### config.mk
export PLATFORM = sky130hd
export DESIGN_NAME = pixel_frame_writer
export DESIGN_NICKNAME = d
export VERILOG_FILES = /design/src/rtl/pix_pkg.sv /design/src/rtl/wr_fifo.sv /design/src/rtl/pixel_frame_writer.sv
export SDC_FILE = /design/constraint.sdc
export NUM_CORES = 1
export LEC_CHECK = 0
export BUFFER_PORTS_ARGS = -buffer_cell sky130_fd_sc_hd__buf_2
export CAP_MARGIN = 20
export CELL_PAD_IN_SITES_DETAIL_PLACEMENT = 0
export CELL_PAD_IN_SITES_GLOBAL_PLACEMENT = 1
export CORE_ASPECT_RATIO = 0.9
export CORE_UTILIZATION = 25
export CTS_CLUSTER_SIZE = 10
export DETAILED_ROUTE_END_ITERATION = 12
export MAX_ROUTING_LAYER = met4
export PLACE_DENSITY = 0.51
export SETUP_SLACK_MARGIN = 0.2
export SLEW_MARGIN = 20
export SYNTH_ARGS = -nofsm -noshare
export SYNTH_HDL_FRONTEND = slang
export SYNTH_SLANG_ARGS = --single-unit
export TNS_END_PERCENT = 100
### constraint.sdc
create_clock -name clk -period 5.65 [get_ports clk]
set_clock_uncertainty 0.2 [all_clocks]
set_input_delay 1.13 -clock clk [delete_from_list [all_inputs] [get_ports clk]]
set_output_delay 1.13 -clock clk [all_outputs]
set_load 0.05 [all_outputs]
### src/rtl/pix_pkg.sv
// pix_pkg: shared widths and writer state encoding for the pixel frame writer
package pix_pkg;
    localparam int PIX_W = 4;
    localparam int PIX_PER_WORD = 4;
    localparam int WORD_W = 16;
    typedef enum logic [1:0] {IDLE, CAPTURE, FLUSH, DONE} wr_state_t;
endpackage

### src/rtl/wr_fifo.sv
// wr_fifo: first-word-fall-through FIFO; a push while full is taken only if a pop frees the slot
module wr_fifo #(
    parameter int WIDTH = 8,
    parameter int DEPTH = 8
) (
    input  logic             clk,
    input  logic             rst,
    input  logic             push,
    input  logic             pop,
    input  logic [WIDTH-1:0] din,
    output logic [WIDTH-1:0] dout,
    output logic             full,
    output logic             empty
);
    localparam int AW = $clog2(DEPTH);
    logic [WIDTH-1:0] mem [DEPTH];
    logic [AW-1:0] wp, rp;
    logic [AW:0] cnt;
    logic wr, rd;
    assign full  = cnt == (AW+1)'(DEPTH);
    assign empty = cnt == '0;
    assign wr    = push && (!full || pop);
    assign rd    = pop && !empty;
    assign dout  = mem[rp];
    always_ff @(posedge clk or posedge rst) begin
        if (rst) begin
            wp  <= '0;
            rp  <= '0;
            cnt <= '0;
        end else begin
            if (wr) wp <= wp + AW'(1);
            if (rd) rp <= rp + AW'(1);
            cnt <= cnt + (AW+1)'(wr) - (AW+1)'(rd);
        end
    end
    always_ff @(posedge clk) begin
        if (wr) mem[wp] <= din;
    end
endmodule

### src/rtl/pixel_frame_writer.sv
// pixel_frame_writer: packs a 4-bit pixel stream into 16-bit words and writes one frame to SRAM
module pixel_frame_writer
    import pix_pkg::*;
#(
    parameter int IMG_W      = 640,
    parameter int IMG_H      = 480,
    parameter int BASE_ADDR  = 0,
    parameter int ADDR_W     = 18,
    parameter int FIFO_DEPTH = 8
) (
    input  logic              clk,
    input  logic              rst,
    input  logic              frame_start,
    input  logic [3:0]        pixel_in,
    input  logic              in_valid,
    output logic [ADDR_W-1:0] mem_addr,
    output logic [15:0]       mem_wdata,
    output logic              mem_we,
    input  logic              mem_ack,
    output logic              busy,
    output logic              frame_done,
    output logic              overflow
);
    localparam int NPIX = IMG_W * IMG_H;
    localparam int PCW  = $clog2(NPIX + 1);
    localparam int FW   = ADDR_W + WORD_W;
    wr_state_t state, nxt;
    logic [PCW-1:0] pix_cnt;
    logic [1:0] nib;
    logic [(PIX_PER_WORD-1)*PIX_W-1:0] pack;
    logic [ADDR_W-1:0] word_idx;
    logic accept, last, push, pop, full, empty, arm;
    logic [FW-1:0] head;
    assign arm    = state == IDLE && frame_start;
    assign accept = state == CAPTURE && in_valid;
    assign last   = accept && pix_cnt == PCW'(NPIX - 1);
    assign push   = accept && nib == 2'd3;
    assign pop    = mem_we && mem_ack;
    assign mem_we    = !empty;
    assign mem_addr  = empty ? '0 : head[FW-1:WORD_W];
    assign mem_wdata = empty ? '0 : head[WORD_W-1:0];
    wr_fifo #(.WIDTH(FW), .DEPTH(FIFO_DEPTH)) u_fifo (
        .clk(clk),
        .rst(rst),
        .push(push),
        .pop(pop),
        .din({ADDR_W'(BASE_ADDR) + word_idx, pixel_in, pack}),
        .dout(head),
        .full(full),
        .empty(empty)
    );
    always_ff @(posedge clk or posedge rst) begin
        if (rst) state <= IDLE;
        else state <= nxt;
    end
    always_comb begin
        nxt = state;
        busy = 1'b0;
        frame_done = 1'b0;
        case (state)
            IDLE: if (frame_start) nxt = CAPTURE;
            CAPTURE: begin
                busy = 1'b1;
                if (last) nxt = FLUSH;
            end
            FLUSH: begin
                busy = 1'b1;
                if (empty) nxt = DONE;
            end
            DONE: begin
                frame_done = 1'b1;
                nxt = IDLE;
            end
            default: nxt = IDLE;
        endcase
    end
    // word_idx advances even on a dropped word so later addresses stay correct
    always_ff @(posedge clk or posedge rst) begin
        if (rst) begin
            pix_cnt  <= '0;
            nib      <= '0;
            pack     <= '0;
            word_idx <= '0;
            overflow <= 1'b0;
        end else if (arm) begin
            pix_cnt  <= '0;
            nib      <= '0;
            word_idx <= '0;
            overflow <= 1'b0;
        end else if (accept) begin
            pix_cnt <= pix_cnt + PCW'(1);
            nib     <= nib + 2'd1;
            pack    <= {pixel_in, pack[(PIX_PER_WORD-1)*PIX_W-1:PIX_W]};
            if (push) word_idx <= word_idx + ADDR_W'(1);
            if (push && full && !pop) overflow <= 1'b1;
        end
    end
endmodule

# [Word level (Yosys, flattened, before mapping)]
# Memories as Yosys holds them, arrays and structs flattened.
# Index checks and enable logic that the tools add are counted.
[word_totals] mem_bits_rw=272 n_memories=1 word_cells=70 register_bits=64
[classes] eq_ne=9 addsub=7 mux=20 bitwise_logic=1 reduce_logical=23
[memory_table] memory="u_fifo.mem" words=8 word_bits=34 rd=1 rd_ports_with_merged_regs=0 write_ports=1 line="wr_fifo.sv:16" text="logic [WIDTH-1:0] mem [DEPTH];"
[op_table] cell="$mux W18" count=4
[op_table] cell="$mux W19" count=2
[op_table] cell="$add A19 B1 Y19 const B" count=1
[op_table] cell="$eq A19 B19 Y1 const B" count=1
[op_table] cell="$add A18 B1 Y18 const B" count=1
[op_table] cell="$mux W16" count=1
[op_table] cell="$mux W2" count=5
[op_table] cell="$logic_and A1 B1 Y1" count=9
[op_table] cell="$pmux W2 S4" count=1
[op_table] cell="$mux W1" count=7
[op_table] cell="$add A3 B1 Y3 const B" count=2
[op_table] cell="$eq A2 B2 Y1 const B" count=3
[op_table] cell="$ne A2 B2 Y1 const B" count=3
[op_table] cell="$reduce_and A2 Y1" count=3
[op_table] cell="$reduce_bool A2 Y1" count=3
[op_table] cell="$add A4 B1 Y4" count=1
[op_table] cell="$eq A4 B4 Y1 const B" count=1
[op_table] cell="$logic_not A4 Y1" count=1
[op_table] cell="$sub A4 B1 Y4" count=1
[op_table] cell="$logic_not A1 Y1" count=3
[op_table] cell="$reduce_and A3 Y1" count=1
[op_table] cell="$add A2 B1 Y2 const B" count=1
[op_table] cell="$eq A2 B1 Y1 const B" count=1
[op_table] cell="$logic_not A2 Y1" count=1
[op_table] cell="other kinds (3)" count=3

# [Logic depth before layout (Yosys ltp)]
# Gate-level depths: netlist of run 1.
[logic_depth] word_depth=8 depth_mapped=13 depth_no_buf=12

# [Modules after synthesis]
# Synthesis of run 1 repeated with hierarchy kept, for this count alone.
[hier_totals] cells_unflattened=736 area_unflattened_um2=13663.1
[modules_own_cells] module="wr_fifo" seq_area_each_um2=8418.1 n_inst=1 area_per_inst_um2=10845.4 cells_per_inst=453
[modules_own_cells] module="pixel_frame_writer" seq_area_each_um2=1351.3 n_inst=1 area_per_inst_um2=2817.7 cells_per_inst=283

# [Worst setup path after synthesis of run 1]
# Ideal clock, no wire load.
[synth_timing] path_type="input -> register" start="input mem_ack" end="memory u_fifo.mem[0][0] (netlist bit) (enable)" arrival_ns=4.111 slack_ns=0.871 n_path_buf=0 setup_time_ns=0.467 path_stages=4 cell_sequence="nand2b_1 a31oi_1 nand2b_1 nor3_1"
[synth_between] elab_chain_cells=5
[synth_lines] element="start: declaration" line="pixel_frame_writer.sv:19" text="input logic mem_ack,"
[synth_lines] element="$logic_and A1 B1 Y1" line="pixel_frame_writer.sv:38" text="assign pop = mem_we && mem_ack;"
[synth_lines] element="$logic_or A1 B1 Y1" line="wr_fifo.sv:22" text="assign wr = push && (!full || pop);"
[synth_lines] element="$logic_and A1 B1 Y1" line="wr_fifo.sv:22"
[synth_lines] element="net u_fifo.wr" line="wr_fifo.sv:19" text="logic wr, rd;"
[synth_lines] element="$mux W1" line="wr_fifo.sv:37" text="if (wr) mem[wp] <= din;"
[synth_lines] element="$mux W1 (implied by the code)" line="wr_fifo.sv:37"
[synth_lines] element="end: declaration" line="wr_fifo.sv:16"
# The timed path passes the listed nets, and every way through them passes these cells.

# [Final worst setup path of run 1]
[layout_timing] start="register u_fifo.rp[0]" end="output mem_addr[4]"
[layout_between] elab_chain_cells=2
[layout_lines] element="start: declaration" line="wr_fifo.sv:17" text="logic [AW-1:0] wp, rp;"
[layout_lines] element="start signal: assignment" line="wr_fifo.sv:32" text="if (rd) rp <= rp + AW'(1);"
[layout_lines] element="$mem_v2 Z8 W34"
[layout_lines] element="$mux W18" line="pixel_frame_writer.sv:40" text="assign mem_addr = empty ? '0 : head[FW-1:WORD_W];"
[layout_lines] element="end: declaration" line="pixel_frame_writer.sv:16" text="output logic [ADDR_W-1:0] mem_addr,"
# Every way passes these cells.

==> results of run 1 <==
==> placed cells by master, fill, tap and decap left out, types with 2 or more instances in the layout <==
| cell | instances |
|---|---|
| nand2_1 | 26 |
| bufinv_16 | 2 |
| and4_1 | 4 |
| dfrtp_4 | 2 |
| o21a_1 | 2 |
| xnor2_1 | 14 |
| clkbuf_1 | 24 |
| nor2_1 | 57 |
| or4_1 | 6 |
| clkinv_1 | 3 |
| nand4_1 | 7 |
| and4_2 | 2 |
| dfrtp_1 | 61 |
| edfxtp_1 | 272 |
| nand3_1 | 7 |
| ha_1 | 16 |
| buf_4 | 16 |
| buf_2 | 46 |
| and3_1 | 3 |
| mux2i_1 | 36 |
| nor2_4 | 6 |
| nor4_1 | 2 |
| and2_1 | 3 |
| o31ai_1 | 5 |
| o21ai_0 | 12 |
| a21oi_1 | 22 |
| clkbuf_16 | 42 |
| mux4_2 | 68 |
| nand2b_1 | 4 |
| and2_2 | 2 |
| inv_1 | 19 |
| nor3_2 | 2 |
| nor3_1 | 5 |
| or3_2 | 3 |
| xor2_1 | 9 |
| mux2_2 | 15 |
| or3_1 | 9 |
==> power by group through the flow <==
stage / Clock, W / Combinational, W / Sequential (W)
final: 0.00249 / 0.00244 / 0.00328
after detailed placement: 0 / 0.00251 / 0.00334
after CTS: 0.00258 / 0.00251 / 0.00329
after floorplan: 0 / 0.00203 / 0.00309
after global placement: 0 / 0.00251 / 0.00334
after global routing: 0.00266 / 0.00264 / 0.00333
==> logic make-up (layout without fill, tap and decap cells) <==
| kind of cell | count (synthesis) | count (layout) | share of synthesized area (%) |
|---|---|---|---|
| buffers and inverters | 54 | 158 | 1.565 |
| xor gates and xnor gates | 23 | 23 | 1.491 |
| adders and majority gates | 17 | 17 | 1.629 |
| DFF | 336 | 336 | 72.29 |
| muxes | 119 | 119 | 15.25 |
| and+or+nand+nor | 154 | 154 | 5.777 |
| AOI/OAI and AO/OA | 47 | 47 | 2.000 |
==> worst max-delay path by stage <==
| stage | start | end | depth (start not counted) | slack (ns) |
|---|---|---|---|---|
| after detailed placement | in_valid | u_fifo.mem[4][30]$_DFFE_PP_ | 6 | 1.72 |
| after global placement | in_valid | u_fifo.mem[4][30]$_DFFE_PP_ | 6 | 1.76 |
| after CTS | u_fifo.rp[0]$_DFFE_PP0P_ | mem_addr[8] | 5 | 1.32 |
| final | u_fifo.rp[0]$_DFFE_PP0P_ | mem_addr[4] | 5 | 1.45 |
| after floorplan | mem_ack | u_fifo.mem[0][0]$_DFFE_PP_ | 4 | 0.87 |
| after global routing | u_fifo.rp[0]$_DFFE_PP0P_ | mem_addr[4] | 5 | 1.20 |
==> synth_stat cells (4+ instances only) <==
cell      count
nor2_1       63
buf_1         6
xnor2_1      14
edfxtp_1    272
nor3_1        7
and4_1        4
mux2i_1      36
ha_1         16
buf_2         7
xor2_1        9
mux4_2       68
nand4_1       7
nand3_1       7
or4_1         6
clkbuf_1     21
or3_1         9
o31ai_1       5
inv_1        20
nand2b_1      4
nand2_1      26
mux2_2       15
o21ai_0      12
dfrtp_1      64
a21oi_1      22
==> sequential cells by signal, summed over array words and instances, names as in the netlist, 3 cells and up <==
| signal | flops |
|---|---|
| word_idx | 18 |
| u_fifo.mem | 272 |
| pix_cnt | 19 |
| u_fifo.cnt | 4 |
| u_fifo.wp | 3 |
| u_fifo.rp | 3 |
| pack | 12 |
==> area by class of cell <==
| class | instances | area [sq um] |
|---|---|---|
| Tap cell | 697 | 872.1 |
| Inverter | 20 | 75.07 |
| Clock inverter | 8 | 116.4 |
| Sequential cell | 336 | 9778 |
| Timing Repair Buffer | 63 | 370.4 |
| Clock buffer | 67 | 1155 |
| Multi-Input combinational cell | 360 | 3590 |
| Fill cell | 5186 | 37190 |
==> routing by layer <==
layer  part of all wire [%]  wire (microns)  up-vias
li1                       -               -     3087
met2                     47           13810      113
met3                    5.1            1496       45
met1                     47           13790     3494
met5                      0               0        -
met4                    1.8             525        0
==> stage by stage <==
step	total power, W	worst slack (ns)	hold WS [ns]	cell area [sq um]
4_1_cts	0.008385	1.323	0.3187	15960
2_1_floorplan	0.005121	0.8713	0.2805	13510
3_3_place_gp	0.005845	1.764	0.2844	14690
6_report	0.008200	1.451	0.3071	15960
3_5_place_dp	0.005853	1.720	0.2968	14690
5_1_grt	0.008631	1.204	0.3405	15960
==> critical path: cells and delay by family, from the launching register on <==
family / cells / cell delay (ns)
AND/OR/NAND/NOR: 1 / 0.08
multiplexers: 2 / 0.77
flip-flops: 1 / 0.77
buffers and inverters: 2 / 0.70
==> flow_summary.toml, run 1 <==
[setup_path]
required_ns = 4.32
path_max_fanout = 24
r2r_cells = 7
reg2reg_to = "u_fifo.mem[4][33]$_DFFE_PP_"
r2r_start = "state[1]$_DFFE_PP0P_"
crit_chain = "buf_4 > mux4_2 > mux2i_1 > nor2_1 > buf_2"
cp-start-kind = "flip-flop"
critical_path_arrival_ns = 2.87
reg2reg_slack_ns = 2.21
path_class = "reg2out"
critPathCaptureType = "output port"
slowest_stage = "dfrtp_4"
slowest_delay_ns = 0.77

[hold_path]
holdPathEnd = "overflow$_DFFE_PP0P_"
hold-path-cell-count = 2
hold_path.class = "reg2reg"
min-delay-start = "overflow$_DFFE_PP0P_"

[global_routing]
grt_max_degree = 53
met2_usage_pct = 17.32
use_met1_pct = 15.34
antenna_found_initial = 0
grt_busiest_layer = "met2"
grt_pass1_wl_mm = 45.47
grt_pass1_vias = 7241
grt_remaining_overflow = 0
grt_usage_pct = 11.36
grt_util_met3_pct = 2.428

[layout]
syn2layout_area_growth_pct = 18.07
final_util_pct = 30.02
final_cells = 1551
drive_above_1_share_pct = 25.41
antenna_cells = 0
layout.nets = 848

[clock_tree]
cts-root-buf = "clkbuf_16"
numCtsBuffers = 41
cts_tree = "yes"
htreeDepth = 2
clock_sinks = 336
post_cts_buffers = 0
cts_hold_buffers = 0
clockBufferDepth = 3
clk_pin_slew_worst_paths_ns = 0.05
clock_latency_ns = 0.54
cts.repair.resized = 0

[timing]
fin_setup_tns_ns = 0
worst_pin_slew_ns = 0.8412
rsz0062_at_grt = "false"
hold_violations = 0
relSlewSlack_pct = 43.92
slew_viol_final = 0
layout_min_cycle_time_ns = 4.199
setup_viol = 0
clock.fmax_ghz = 0.2381
post-route-period-util_pct = 74.32

[route]
post-route-drc-count = 2
wirelength_mm = 29.62
viasPerCell = 4.345
drt_iter0_markers = 406
num_vias = 6739
wl_per_cell_microns = 19.09
first_pass_iters = 8
drtAntennaViolNets = 0

[placed_design]
dp.final_hpwl_mm = 17.46
gp_congestion = 0.6748
numPortBuffers = 46
placedCellCount = 1476

[floorplan]
die_area_sq_um = 54990
core_area_sq_um = 53150
die_h_microns = 222.6
die-width_microns = 247.1
io_pins = 47
initial_core_util_pct = 25.43
rows = 80

[yosys]
synth-seq-cells = 336
ys_seq_area_share_pct = 72.29
synth_edf_count = 272
ys_types = 45
synthFlopType = "edfxtp_1"
syn_nets = 776
synth_top_area_share_pct = 60.44
syn_avg_cell_area_sq_um = 18.02
synthesis.area_sq_um = 13510
ys_async_sr_fraction_pct = 19.05
yosysWarnings = 0
syn_inst = 750
synth_area_leader_cell = "edfxtp_1"
synthTopCellsByArea = "edfxtp_1 (60%), dfrtp_1 (12%), mux4_2 (11%)"

[power_and_ir_drop]
p_sw_w = 0.002894
sequentialPowerShare_pct = 40.0
p_comb_share_pct = 29.7
leakagePower_nw = 5.481
pwr_density_cell_nw_per_um2 = 513.9
ir_drop_uv = 204.5
power.share.switching_pct = 35.29
p_clk_share_pct = 30.3
power.internal_w = 0.005307

[outcome]
violations = "DRC"
status = "finished, violations left"

[flow_run]
drv_cap = 0
(Power assumes the default switching activity.)
==> inputs of run 2 (changes only) <==
clock period = 4.3 ns   (was 5.65 ns; I/O delays follow)
==> flow_summary.toml, run 2 (synthesis gave the netlist of run 1 again) <==
[timing]
layout_min_cycle_time_ns = 3.755
relSlewSlack_pct = 43.20
rsz0062_at_grt = "false"
clock.fmax_ghz = 0.2663
worst_pin_slew_ns = 0.8507
post-route-period-util_pct = 87.33
fin_setup_tns_ns = 0
slew_viol_final = 0
setup_viol = 0
hold_violations = 0

[layout]
final_common_cell = "edfxtp_1"
reg.largest.list = "u_fifo.mem x272, pix_cnt x19, word_idx x18"
max_flop_register = "u_fifo.mem"
final_cells = 1551
syn2layout_area_growth_pct = 18.53
antenna_cells = 0
largest_reg_flops = 272
layout.nets = 850
drive_above_1_share_pct = 25.41
final_cell_mix = "edfxtp_1 (272), mux4_2 (68), dfrtp_1 (61)"

[clock_tree]
clock_latency_ns = 0.54
post_cts_buffers = 0
htreeDepth = 2
cts.repair.resized = 0
clockBufferDepth = 3
numCtsBuffers = 40
cts_hold_buffers = 0
clock_sinks = 336
cts-root-buf = "clkbuf_16"
cts_tree = "yes"
clk_pin_slew_worst_paths_ns = 0.06

[floorplan]
core_area_sq_um = 53150
die-width_microns = 247.1
io_pins = 47
rows = 80
die_h_microns = 222.6
die_area_sq_um = 54990
initial_core_util_pct = 25.43

[route]
num_vias = 6746
drtAntennaViolNets = 0
post-route-drc-count = 10
viasPerCell = 4.349
drt_iter0_markers = 417
wl_per_cell_microns = 18.86
wirelength_mm = 29.25
first_pass_iters = 8

[placed_design]
numPortBuffers = 46
gp_congestion = 0.6737
dp.final_hpwl_mm = 17.16
placedCellCount = 1479

[power_and_ir_drop]
ir_drop_uv = 274.9
power.total_w = 0.01066
leakagePower_nw = 5.481
pwr_density_cell_nw_per_um2 = 665.7

[setup_path]
critPathCaptureType = "output port"
slowest_stage = "dfrtp_4"
path_max_fanout = 18
crit_family = "multiplexers"
critical_path_arrival_ns = 2.70
crit_chain = "buf_4 > mux4_2 > mux2i_1 > nor2_1 > buf_2"
path_class = "reg2out"
worst-path-buf-inv = 2
slowest_delay_ns = 0.64
cp-start-kind = "flip-flop"
required_ns = 3.24

[global_routing]
grt_remaining_overflow = 0
grt_pass1_wl_mm = 45.73
grt_pass1_vias = 7152
antenna_found_initial = 0
grt_max_degree = 40
grt_usage_pct = 11.39

[outcome]
violations = "DRC"
status = "finished, violations left"

[flow_run]
drv_cap = 0

[hold_path]
hold_path.class = "in2async"
==> run 2: changes by cell type in the layout (fill, tap and decap cells not counted), sizes merged <==
cell / previous run / this run
clkbuf: 67 / 68
inv: 21 / 20
clkinv: 5 / 4
buf: 63 / 66
bufinv: 2 / 0
==> run 2: area by class of cell <==
class | count | area (sq um)
Inverter | 20 | 75.07
Clock inverter | 4 | 81.33
Clock buffer | 68 | 1116
Tap cell | 697 | 872.1
Sequential cell | 336 | 9778
Multi-Input combinational cell | 360 | 3602
Fill cell | 5196 | 37130
Timing Repair Buffer | 66 | 493.0
==> run 2: metal layers <==
| layer | GRT usage [%] | part of all wire [%] | wire (microns) | vias up |
|---|---|---|---|---|
| met5 | - | 0 | 0 | - |
| met4 | 2.808 | 1.5 | 443 | 0 |
| met3 | 2.102 | 4.8 | 1414 | 41 |
| met2 | 16.58 | 45 | 13250 | 117 |
| met1 | 16.28 | 48 | 14140 | 3495 |
| li1 | - | - | - | 3093 |
==> run 2: path summary, 6_finish.rpt <==
check | cells past startpoint | slack [ns] | from | end
min in group clk | 1 | 0.32 | u_fifo.wp[0]$_DFFE_PP0P_ | u_fifo.wp[0]$_DFFE_PP0P_
max in group asynchronous | 3 | 2.93 | rst | word_idx[13]$_DFFE_PP0P_
max reg2reg | 7 | 1.11 | state[1]$_DFFE_PP0P_ | u_fifo.mem[4][26]$_DFFE_PP_
min | 2 | 0.29 | rst | u_fifo.cnt[0]$_DFF_PP0_
min reg2reg | 1 | 0.32 | u_fifo.wp[0]$_DFFE_PP0P_ | u_fifo.wp[0]$_DFFE_PP0P_
max | 5 | 0.54 | u_fifo.rp[0]$_DFFE_PP0P_ | mem_wdata[10]
==> run 2: power breakdown <==
| part | switching, W | total, W | internal, W |
|---|---|---|---|
| Clock | 0.00130 | 0.00308 | 0.00178 |
| Sequential | 0.000388 | 0.00424 | 0.00385 |
| Combinational | 0.00214 | 0.00335 | 0.00121 |
| Total | 0.00383 | 0.0107 | 0.00684 |
==> run 2: stage by stage <==
stage,hold slack [ns],instance area (sq um),setup WS (ns),util [%]
floorplan,0.2805,13520,0.6979,-
global placement,0.3196,14820,0.8971,27.88
detailed placement,0.3041,14820,0.8702,27.88
CTS,0.3159,16020,0.4167,30.14
global route,0.3531,16020,0.3365,30.14
finish,0.2893,16020,0.5447,30.14
==> inputs of run 3 (changes only) <==
RECOVER_POWER = 50   (was default)
SYNTH_HIERARCHICAL = 1   (was default)
clock period = 3.5 ns   (was 4.3 ns; I/O delays follow)
==> flow_summary.toml, run 3 <==
[layout]
final_cell_mix = "edfxtp_1 (272), mux4_2 (68), dfrtp_1 (61)"
largest_reg_flops = 272
antenna_cells = 0
final_util_pct = 31.44
drive_above_1_share_pct = 31.74
regArea_sq_um = 9776
layout.nets = 875
fillers = 5228
syn2layout_area_growth_pct = 22.99
multi_input_area_sq_um = 3804
reg.largest.list = "u_fifo/mem x272, pix_cnt x19, word_idx x18"
final_common_cell = "edfxtp_1"
max_flop_register = "u_fifo/mem"

[global_routing]
grt_usage_pct = 11.96
grt_pass1_vias = 7287
grt_pass1_wl_mm = 48.07
antenna_found_initial = 1
grt_max_degree = 41
grt_remaining_overflow = 0

[yosys]
synthFlopType = "edfxtp_1"
synth_top_area_share_pct = 59.78
synthesis.area_sq_um = 13660
ys_types = 46
synthTopCellsByArea = "edfxtp_1 (60%), dfrtp_1 (12%), mux4_2 (11%)"
yosysWarnings = 6
synth-seq-cells = 336
synth_edf_count = 272
yosysMostFrequentCell = "edfxtp_1"
syn_avg_cell_area_sq_um = 18.56
synth_area_leader_cell = "edfxtp_1"
syn_inst = 736
ys_async_sr_fraction_pct = 19.05
synthTopCellsByCount = "edfxtp_1 (272), mux4_2 (68), dfrtp_1 (64)"
syn_nets = 762
ys_seq_area_share_pct = 71.50

[setup_path]
worst-path-buf-inv = 4
crit_family = "multiplexers"
required_ns = 2.60
critical_path_arrival_ns = 2.49
path_common_cell = "buf_12"
path_class = "reg2out"
cp-start-kind = "flip-flop"
slowest_stage = "dfrtp_4"
critPathCaptureType = "output port"
path_max_fanout = 7
crit_chain = "buf_12 > buf_6 > buf_12 > mux4_2 > mux2_4 > nor2b_4 > buf_8"
slowest_delay_ns = 0.50

[timing]
fin_setup_tns_ns = 0
rsz0062_at_grt = "true"
relSlewSlack_pct = -30.24
slew_viol_final = 41
worst_pin_slew_ns = 1.954
layout_min_cycle_time_ns = 3.387
clock.fmax_ghz = 0.2953
post-route-period-util_pct = 96.76
setup_viol = 0
hold_violations = 0

[route]
wl_per_cell_microns = 20.03
wirelength_mm = 31.57
drtAntennaViolNets = 0
post-route-drc-count = 0
viasPerCell = 4.279
first_pass_iters = 7
num_vias = 6744
drt_iter0_markers = 383

[power_and_ir_drop]
ir_drop_uv = 473.0
pwr_density_cell_nw_per_um2 = 856.5
leakagePower_nw = 5.887

[clock_tree]
clock_latency_ns = 0.54
clock_sinks = 336
clockBufferDepth = 3
cts-root-buf = "clkbuf_16"
clk_pin_slew_worst_paths_ns = 0.06
cts_tree = "yes"
numCtsBuffers = 40
htreeDepth = 2

[floorplan]
io_pins = 47
core_area_sq_um = 53450
die-width_microns = 248.4
die_area_sq_um = 55590
initial_core_util_pct = 25.56
die_h_microns = 223.8
rows = 80

[outcome]
violations = "capacitance limit, slew limit"
status = "finished, violations left"

[hold_path]
hold_path.class = "reg2reg"

[placed_design]
numPortBuffers = 46
gp_congestion = 0.6999
dp.final_hpwl_mm = 17.23

[flow_run]
drv_cap = 1
-- run 3: cell types whose count changed after synthesis, sizes merged, moves of 14 or more --
cell and delta:
nor2b +36, mux2i -34, xor2 +17, nor2 -14
a21oi -15, mux2 +34
-- run 3: worst reg2reg max path, cell delays in order (launching register included) --
cell and delay [ns]:
dfrtp_1 0.37, inv_2 0.07, ha_1 0.14, or3b_1 0.40, inv_1 0.14, nor2b_1 0.10
or4b_4 0.57, nand2_4 0.11, ha_1 0.23, inv_1 0.06, ha_1 0.16, inv_1 0.06
fa_1 0.38, xnor2_1 0.14
-- run 3: metrics by stage --
step / total power [W] / hold slack (ns) / std cells / worst slack, ns / instance area (sq um)
after floorplan: 0.008565 / 0.2846 / 736 / 0.01561 / 13670
after global placement: 0.009831 / 0.3145 / 1474 / 0.1624 / 14990
after detailed placement: 0.009843 / 0.3182 / 1474 / 0.1045 / 14990
after CTS: 0.01458 / 0.2474 / 1566 / 0.07300 / 16700
after global routing: 0.01508 / 0.3603 / 1576 / 0.04389 / 16800
final: 0.01439 / 0.3234 / 1576 / 0.1133 / 16800
-- run 3: layer usage --
| layer | share of wire [%] | GRT usage [%] | vias up | routed length (microns) |
|---|---|---|---|---|
| li1 | - | - | 3091 | - |
| met1 | 46 | 15.67 | 3485 | 14460 |
| met2 | 48 | 19.01 | 119 | 15130 |
| met3 | 4.5 | 2.498 | 49 | 1420 |
| met4 | 1.7 | 2.865 | 0 | 546 |
| met5 | 0 | - | - | 0 |
-- run 3: repair_timing --
action                                 in CTS  in global routing
setup buffers                              11                  9
endpoints found under the hold margin      10                  0
hold buffers                                1                  0
setup endpoints to repair                  84                 77
gates resized for setup                    83                  6
cloned                                      8                  2
pin swaps                                   4                  4
-- run 3: kinds of logic (layout without fill, tap and decap cells) --
logic type / Yosys count / in the layout / share of synthesized area, %
buffers and inverters: 48 / 188 / 1.694
multiplexers: 119 / 119 / 15.70
adder cells (fa/ha/maj): 17 / 17 / 1.612
XOR/XNOR: 39 / 39 / 2.500
AO/OA/AOI/OAI: 13 / 13 / 0.5586
flip-flops: 336 / 336 / 71.50
AND/OR/NAND/NOR: 164 / 167 / 6.438
-- run 3: final cells by class --
class                      instances  area share [%]
clock buffer                      67           6.560
clock inverter                     5          0.3425
inverter                          15          0.3351
multi-input combinational        355           22.64
sequential                       336           58.18
tap                              697           5.190
timing repair buffer             101           6.761
-- run 3: worst paths after layout --
kind	cells after the start	slack (ns)	start	to
setup / recovery	7	0.11	u_fifo/rp[0]$_DFFE_PP0P_	mem_addr[9]
hold / removal	1	0.32	u_fifo/wp[0]$_DFFE_PP0P_	u_fifo/wp[0]$_DFFE_PP0P_
setup reg to reg	13	0.28	u_fifo/cnt[2]$_DFF_PP0_	u_fifo/cnt[2]$_DFF_PP0_
hold reg to reg	1	0.32	u_fifo/wp[0]$_DFFE_PP0P_	u_fifo/wp[0]$_DFFE_PP0P_
max in group asynchronous	4	0.77	rst	pack[11]$_DFFE_PP0P_
min in group asynchronous	3	0.53	rst	u_fifo/cnt[2]$_DFF_PP0_
-- run 3: power by group --
part | internal (W) | switching, W
Clock | 0.00216 | 0.00160
Sequential | 0.00473 | 0.000342
Combinational | 0.00258 | 0.00298
Total | 0.00947 | 0.00492
